**config.mk**
```make
export PLATFORM = sky130hd
export DESIGN_NAME = shift_deserializer_msb
export DESIGN_NICKNAME = d
export VERILOG_FILES = /design/src/rtl/shift_deser_pkg.sv /design/src/rtl/shift_deser_hold.sv /design/src/rtl/shift_deserializer_msb.sv
export SDC_FILE = /design/constraint.sdc
export NUM_CORES = 1
export LEC_CHECK = 0
export BUFFER_PORTS_ARGS = -buffer_cell sky130_fd_sc_hd__buf_2
export CORE_UTILIZATION = 51
export CTS_CLUSTER_DIAMETER = 50
export CTS_CLUSTER_SIZE = 8
export DETAILED_ROUTE_END_ITERATION = 12
export PLACE_DENSITY_LB_ADDON = 0.12
export SYNTH_ARGS = -nofsm -noshare
export SYNTH_HDL_FRONTEND = slang
export SYNTH_SLANG_ARGS = --single-unit
```
**constraint.sdc**
```tcl
create_clock -name clk -period 1.7 [get_ports clk]
set_input_delay 0.255 -clock clk [delete_from_list [all_inputs] [get_ports clk]]
set_output_delay 0.255 -clock clk [all_outputs]
set_load 0.01 [all_outputs]
```
**src/rtl/shift_deser_pkg.sv**
```systemverilog
// shift_deser_pkg: shared FSM state encoding and counter sizing for the MSB-first deserializer.
package shift_deser_pkg;

    typedef enum logic [1:0] {
        IDLE,
        SHIFT,
        PARITY
    } state_e;

    // The counter must reach WIDTH, which is where a word waits for its parity bit.
    function automatic int cnt_width(input int width);
        return $clog2(width + 1);
    endfunction

endpackage

```
**src/rtl/shift_deser_hold.sv**
```systemverilog
// shift_deser_hold: one-entry valid/ready holding register; drops a word arriving while full and pulses overrun.
module shift_deser_hold #(
    parameter int DW = 8
) (
    input  logic          clk,
    input  logic          rst_n,
    input  logic          load_i,
    input  logic [DW-1:0] data_i,
    input  logic          ready_i,
    output logic          valid_o,
    output logic [DW-1:0] data_o,
    output logic          overrun_o
);

    logic          valid_q, valid_d;
    logic [DW-1:0] data_q, data_d;
    logic          overrun_q, overrun_d;
    logic          blocked;

    // Full and not being drained this cycle: a new word has nowhere to go.
    assign blocked   = valid_q && !ready_i;
    assign overrun_d = load_i && blocked;
    assign valid_d   = (load_i && !blocked) ? 1'b1 : (valid_q && !ready_i);
    assign data_d    = (load_i && !blocked) ? data_i : data_q;

    always_ff @(posedge clk or negedge rst_n) begin
        if (!rst_n) begin
            valid_q   <= 1'b0;
            data_q    <= '0;
            overrun_q <= 1'b0;
        end else begin
            valid_q   <= valid_d;
            data_q    <= data_d;
            overrun_q <= overrun_d;
        end
    end

    assign valid_o   = valid_q;
    assign data_o    = data_q;
    assign overrun_o = overrun_q;

endmodule

```
**src/rtl/shift_deserializer_msb.sv**
```systemverilog
// shift_deserializer_msb: MSB-first serial-to-parallel receiver with a one-entry valid/ready output.
// Define SHIFT_DESER_PARITY_EN to expect a trailing even-parity bit per word and expose parity_err.
module shift_deserializer_msb
    import shift_deser_pkg::*;
#(
    parameter int WIDTH = 8
) (
    input  logic             clk,
    input  logic             rst_n,
    input  logic             en,
    input  logic             sync,
    input  logic             serial_in,
    input  logic             out_ready,
    output logic             out_valid,
    output logic [WIDTH-1:0] out_data,
    output logic             busy,
    output logic             overrun
`ifdef SHIFT_DESER_PARITY_EN
    ,
    output logic             parity_err
`endif
);

    localparam int CW = cnt_width(WIDTH);
`ifdef SHIFT_DESER_PARITY_EN
    localparam int HW = WIDTH + 1;
`else
    localparam int HW = WIDTH;
`endif

    state_e           state_q;
    logic [CW-1:0]    cnt_q;
    logic [WIDTH-1:0] shreg_q, shreg_d;
    logic             last_bit, done;
    logic [HW-1:0]    word_d, hold_q;

    assign shreg_d  = {shreg_q[WIDTH-2:0], serial_in};
    assign last_bit = cnt_q == CW'(WIDTH - 1);
    assign busy     = cnt_q != '0;

`ifdef SHIFT_DESER_PARITY_EN
    assign done       = en && !sync && state_q == PARITY;
    assign word_d     = {^{shreg_q, serial_in}, shreg_q};
    assign parity_err = hold_q[WIDTH];
`else
    assign done   = en && !sync && last_bit;
    assign word_d = shreg_d;
`endif
    assign out_data = hold_q[WIDTH-1:0];

    always_ff @(posedge clk or negedge rst_n) begin
        if (!rst_n) begin
            state_q <= IDLE;
            cnt_q   <= '0;
            shreg_q <= '0;
        end else if (sync) begin
            // A strobe coinciding with sync is the first bit of the new frame.
            state_q <= en ? SHIFT : IDLE;
            cnt_q   <= en ? CW'(1) : '0;
            shreg_q <= en ? WIDTH'(serial_in) : '0;
        end else if (en) begin
            case (state_q)
                PARITY: begin
                    state_q <= IDLE;
                    cnt_q   <= '0;
                    shreg_q <= '0;
                end
                default: begin
                    if (!last_bit) begin
                        state_q <= SHIFT;
                        cnt_q   <= cnt_q + CW'(1);
                        shreg_q <= shreg_d;
                    end else begin
`ifdef SHIFT_DESER_PARITY_EN
                        state_q <= PARITY;
                        cnt_q   <= CW'(WIDTH);
                        shreg_q <= shreg_d;
`else
                        state_q <= IDLE;
                        cnt_q   <= '0;
                        shreg_q <= '0;
`endif
                    end
                end
            endcase
        end
    end

    shift_deser_hold #(
        .DW(HW)
    ) u_hold (
        .clk      (clk),
        .rst_n    (rst_n),
        .load_i   (done),
        .data_i   (word_d),
        .ready_i  (out_ready),
        .valid_o  (out_valid),
        .data_o   (hold_q),
        .overrun_o(overrun)
    );

endmodule

```
==> flow_summary.yaml <==
power:
  combPwrFrac_pct: 9.1
  clock_power_share_pct: 28.0
  switching_share_pct: 23.93
  power_frac_seq_pct: 62.9
  ir_drop_mv: 0.4602
  p_switching_mw: 0.2006
  leakage_nw: 0.5737
  intPower_mw: 0.6375
  p_per_area_nw_per_um2: 818.8
yosys:
  syn-mean-instance-area_um2: 13.42
  syn-num-nets: 73
  yosysTopAreaCell: "dfrtp_1"
  yosysWarnings: 0
  netlist_top_cells_area: "dfrtp_1, mux2_2, a22o_1, ha_1, nand2_1"
  synth_cells: 65
  synth_cell_type_count: 20
  syn_area_um2: 872.1
  synth.top_cell.area_share_pct: 60.26
  yosysSeqAreaShare_pct: 60.26
  synth-seq-cells: 21
clock_network:
  clk_path_buf_depth: 2
  cts_setup_buffers: 0
  h-tree-depth: 1
  clkSlewWorstSetupHoldPaths_ns: 0.12
  worstSkewPairLatency_ns: 0.30
  cts.sinks: 21
  cts_tree: "done"
  cts_buffers: 3
  root_buffer: "clkbuf_4"
setup_path:
  startpoint_type: "flip-flop"
  arrival_ns: 1.79
  crit_family: "flip-flops"
  worst_setup_path_end_kind: "flip-flop"
  slowest_stage: "dfrtp_1"
  worstPathRequired_ns: 1.89
  slowest_delay_ns: 0.41
  crit_chain: "ha_1 -> nand3b_4 -> nor3b_4 -> buf_4 -> mux2_2"
  critPathKind: "flip-flop to flip-flop"
  path_buf_inv: 1
  rr_worst_depth: 5
  cp.depth: 5
  worst-path-max-fanout: 4
global_routing:
  antenna_found_initial: 0
  overflow: 0
  grt_pass1_wl_mm: 2.415
  track_usage_pct: 18.08
  grt_pass1_vias: 549
  grt_max_degree: 22
drt:
  wl_mm: 1.386
  dr.first_iter.drc_count: 17
  highest_layer: "met4"
  wl_met3_um: 41
  drt_first_pass_iters: 8
  met1Wirelength_um: 700
  num_vias: 543
  ant_nets: 0
  drt-wirelength-per-cell_um: 13.33
  drc: 5
  vias_per_cell: 5.221
  dr_wl_met2_um: 626
placement:
  dp.cells: 99
  gp_congestion: 0.7709
  place_area_um2: 987.2
  hpwl_um: 988.5
  dp_slack_ns: 0.1296
  io_buffers: 16
cells_and_area:
  fin_area_um2: 1023
  instances_no_fill: 104
  final_common_cell: "dfrtp_1"
  drive_gt1_share_pct: 37.50
  layout.nets: 97
  antenna_cells: 0
  final_cell_mix: "dfrtp_1, buf_2, mux2_2, nand2_1, a22o_1"
  areaGrowthSynthToFinish_pct: 17.36
sta:
  slew_violations: 0
  rsz0062_at_grt: "false"
  max_freq_mhz: 624.9
  finalHoldViolations: 0
  tns_ns: 0
  tightestPinTransition_ns: 0.4706
  slew_headroom_pct: 68.51
  period_minus_slack_ns: 1.600
  setup_slack_ns: 0.09978
  skew_ns: 0.01243
  fin_crit_sh_pct: 94.13
  hold_ws_ns: 0.1709
  setup_viol: 0
worst_hold_path:
  min_path_cells: 2
  min_path_type: "primary input to flip-flop"
floorplanning:
  die_h_um: 43.35
  num_rows: 14
  initial_core_util_pct: 55.94
  fp.dieArea_um2: 1879
  dieWidth_um: 43.35
  ioPinCount: 17
  coreArea_um2: 1559
status:
  violations: "DRC"
  outcome: "complete, but fails checks"
run:
  max-cap-violations: 0
[cells by family (layout without fill, tap and decap cells)]
logic type      count (synthesis)  after routing  share of synthesized area [%]
flops                          21             21                          60.26
simple gates                   20             20                          14.21
mux                             9              9                          11.48
compound gates                  8              8                          7.460
buf+inv                         3             26                          1.722
fa+ha+maj                       2              2                          2.869
xor+xnor                        2              2                          2.009
[Yosys cell counts]
master	number
nand3b_4	1
nand4_1	1
or2_2	1
mux2_2	8
dfrtp_1	21
nor3b_4	1
a22o_1	6
o211ai_1	1
nor2_1	5
nor2b_1	1
nand2b_1	3
inv_1	2
buf_4	1
mux2i_1	1
a21oi_1	1
nand2_1	6
xor2_1	1
or3_1	1
ha_1	2
xnor2_1	1
[worst paths after layout]
check | startpoint | slack [ns] | endpoint
worst max-delay path | cnt_q[0]$_DFFE_PN0P_ | 0.1 | u_hold.data_o[5]$_DFFE_PN0P_
worst min-delay path | sync | 0.17 | cnt_q[3]$_DFFE_PN0P_
worst max register to register | cnt_q[0]$_DFFE_PN0P_ | 0.1 | u_hold.data_o[5]$_DFFE_PN0P_
worst min register to register | u_hold.data_o[5]$_DFFE_PN0P_ | 0.51 | u_hold.data_o[5]$_DFFE_PN0P_
max in group asynchronous | rst_n | 0.95 | shreg_q[5]$_DFFE_PN0P_
min in group asynchronous | rst_n | 0.42 | u_hold.data_o[7]$_DFFE_PN0P_
[metrics by stage]
| stage | total power, mW | util, % |
|---|---|---|
| after floorplan | 0.5796 | - |
| after global placement | 0.6123 | 63.32 |
| after detailed placement | 0.6133 | 63.32 |
| after CTS | 0.8519 | 65.65 |
| after global routing | 0.8783 | 65.65 |
| final | 0.8381 | 65.65 |
[final cells by class]
| class | instances | area (um^2) |
|---|---|---|
| fill | 122 | 535.5 |
| sequential | 21 | 525.5 |
| multi-input combinational | 41 | 331.6 |
| timing repair buffer | 20 | 112.6 |
| clock buffer | 4 | 26.28 |
| tap | 16 | 20.02 |
| inverter | 2 | 7.507 |
[power groups by stage]
stage               clock network [mW]  logic, mW  registers, mW
floorplan                            0     0.0443          0.535
global placement                     0     0.0760          0.536
detailed placement                   0     0.0764          0.537
CTS                              0.246     0.0785          0.527
global route                     0.261     0.0874          0.530
finish                           0.234     0.0767          0.527
[metal layers]
metal | track usage [%] | up-vias
met3 | 2.500 | 2
met5 | 0 | -
met2 | 28.79 | 11
li1 | - | 269
met1 | 23.46 | 261
met4 | 11.25 | 0
[worst reg2reg max path: stages (launching register included)]
cell and delay (ns):
dfrtp_1 0.41, ha_1 0.25, nand3b_4 0.12, nor3b_4 0.21, buf_4 0.16, mux2_2 0.33
[sequential cells by signal, summed over array words and instances (netlist names)]
| signal | count |
|---|---|
| cnt_q | 4 |
| shreg_q | 7 |
| u_hold.data_o | 8 |
| u_hold.overrun_o | 1 |
| u_hold.valid_o | 1 |
[timing repair]
item / 4_1_cts / 5_1_grt
endpoints found under the setup margin: 0 / 0
hold buffers: 1 / 0
resized for setup: 0 / 0
endpoints found under the hold margin: 21 / 0
No activity file was read; power rests on OpenSTA's default activity.
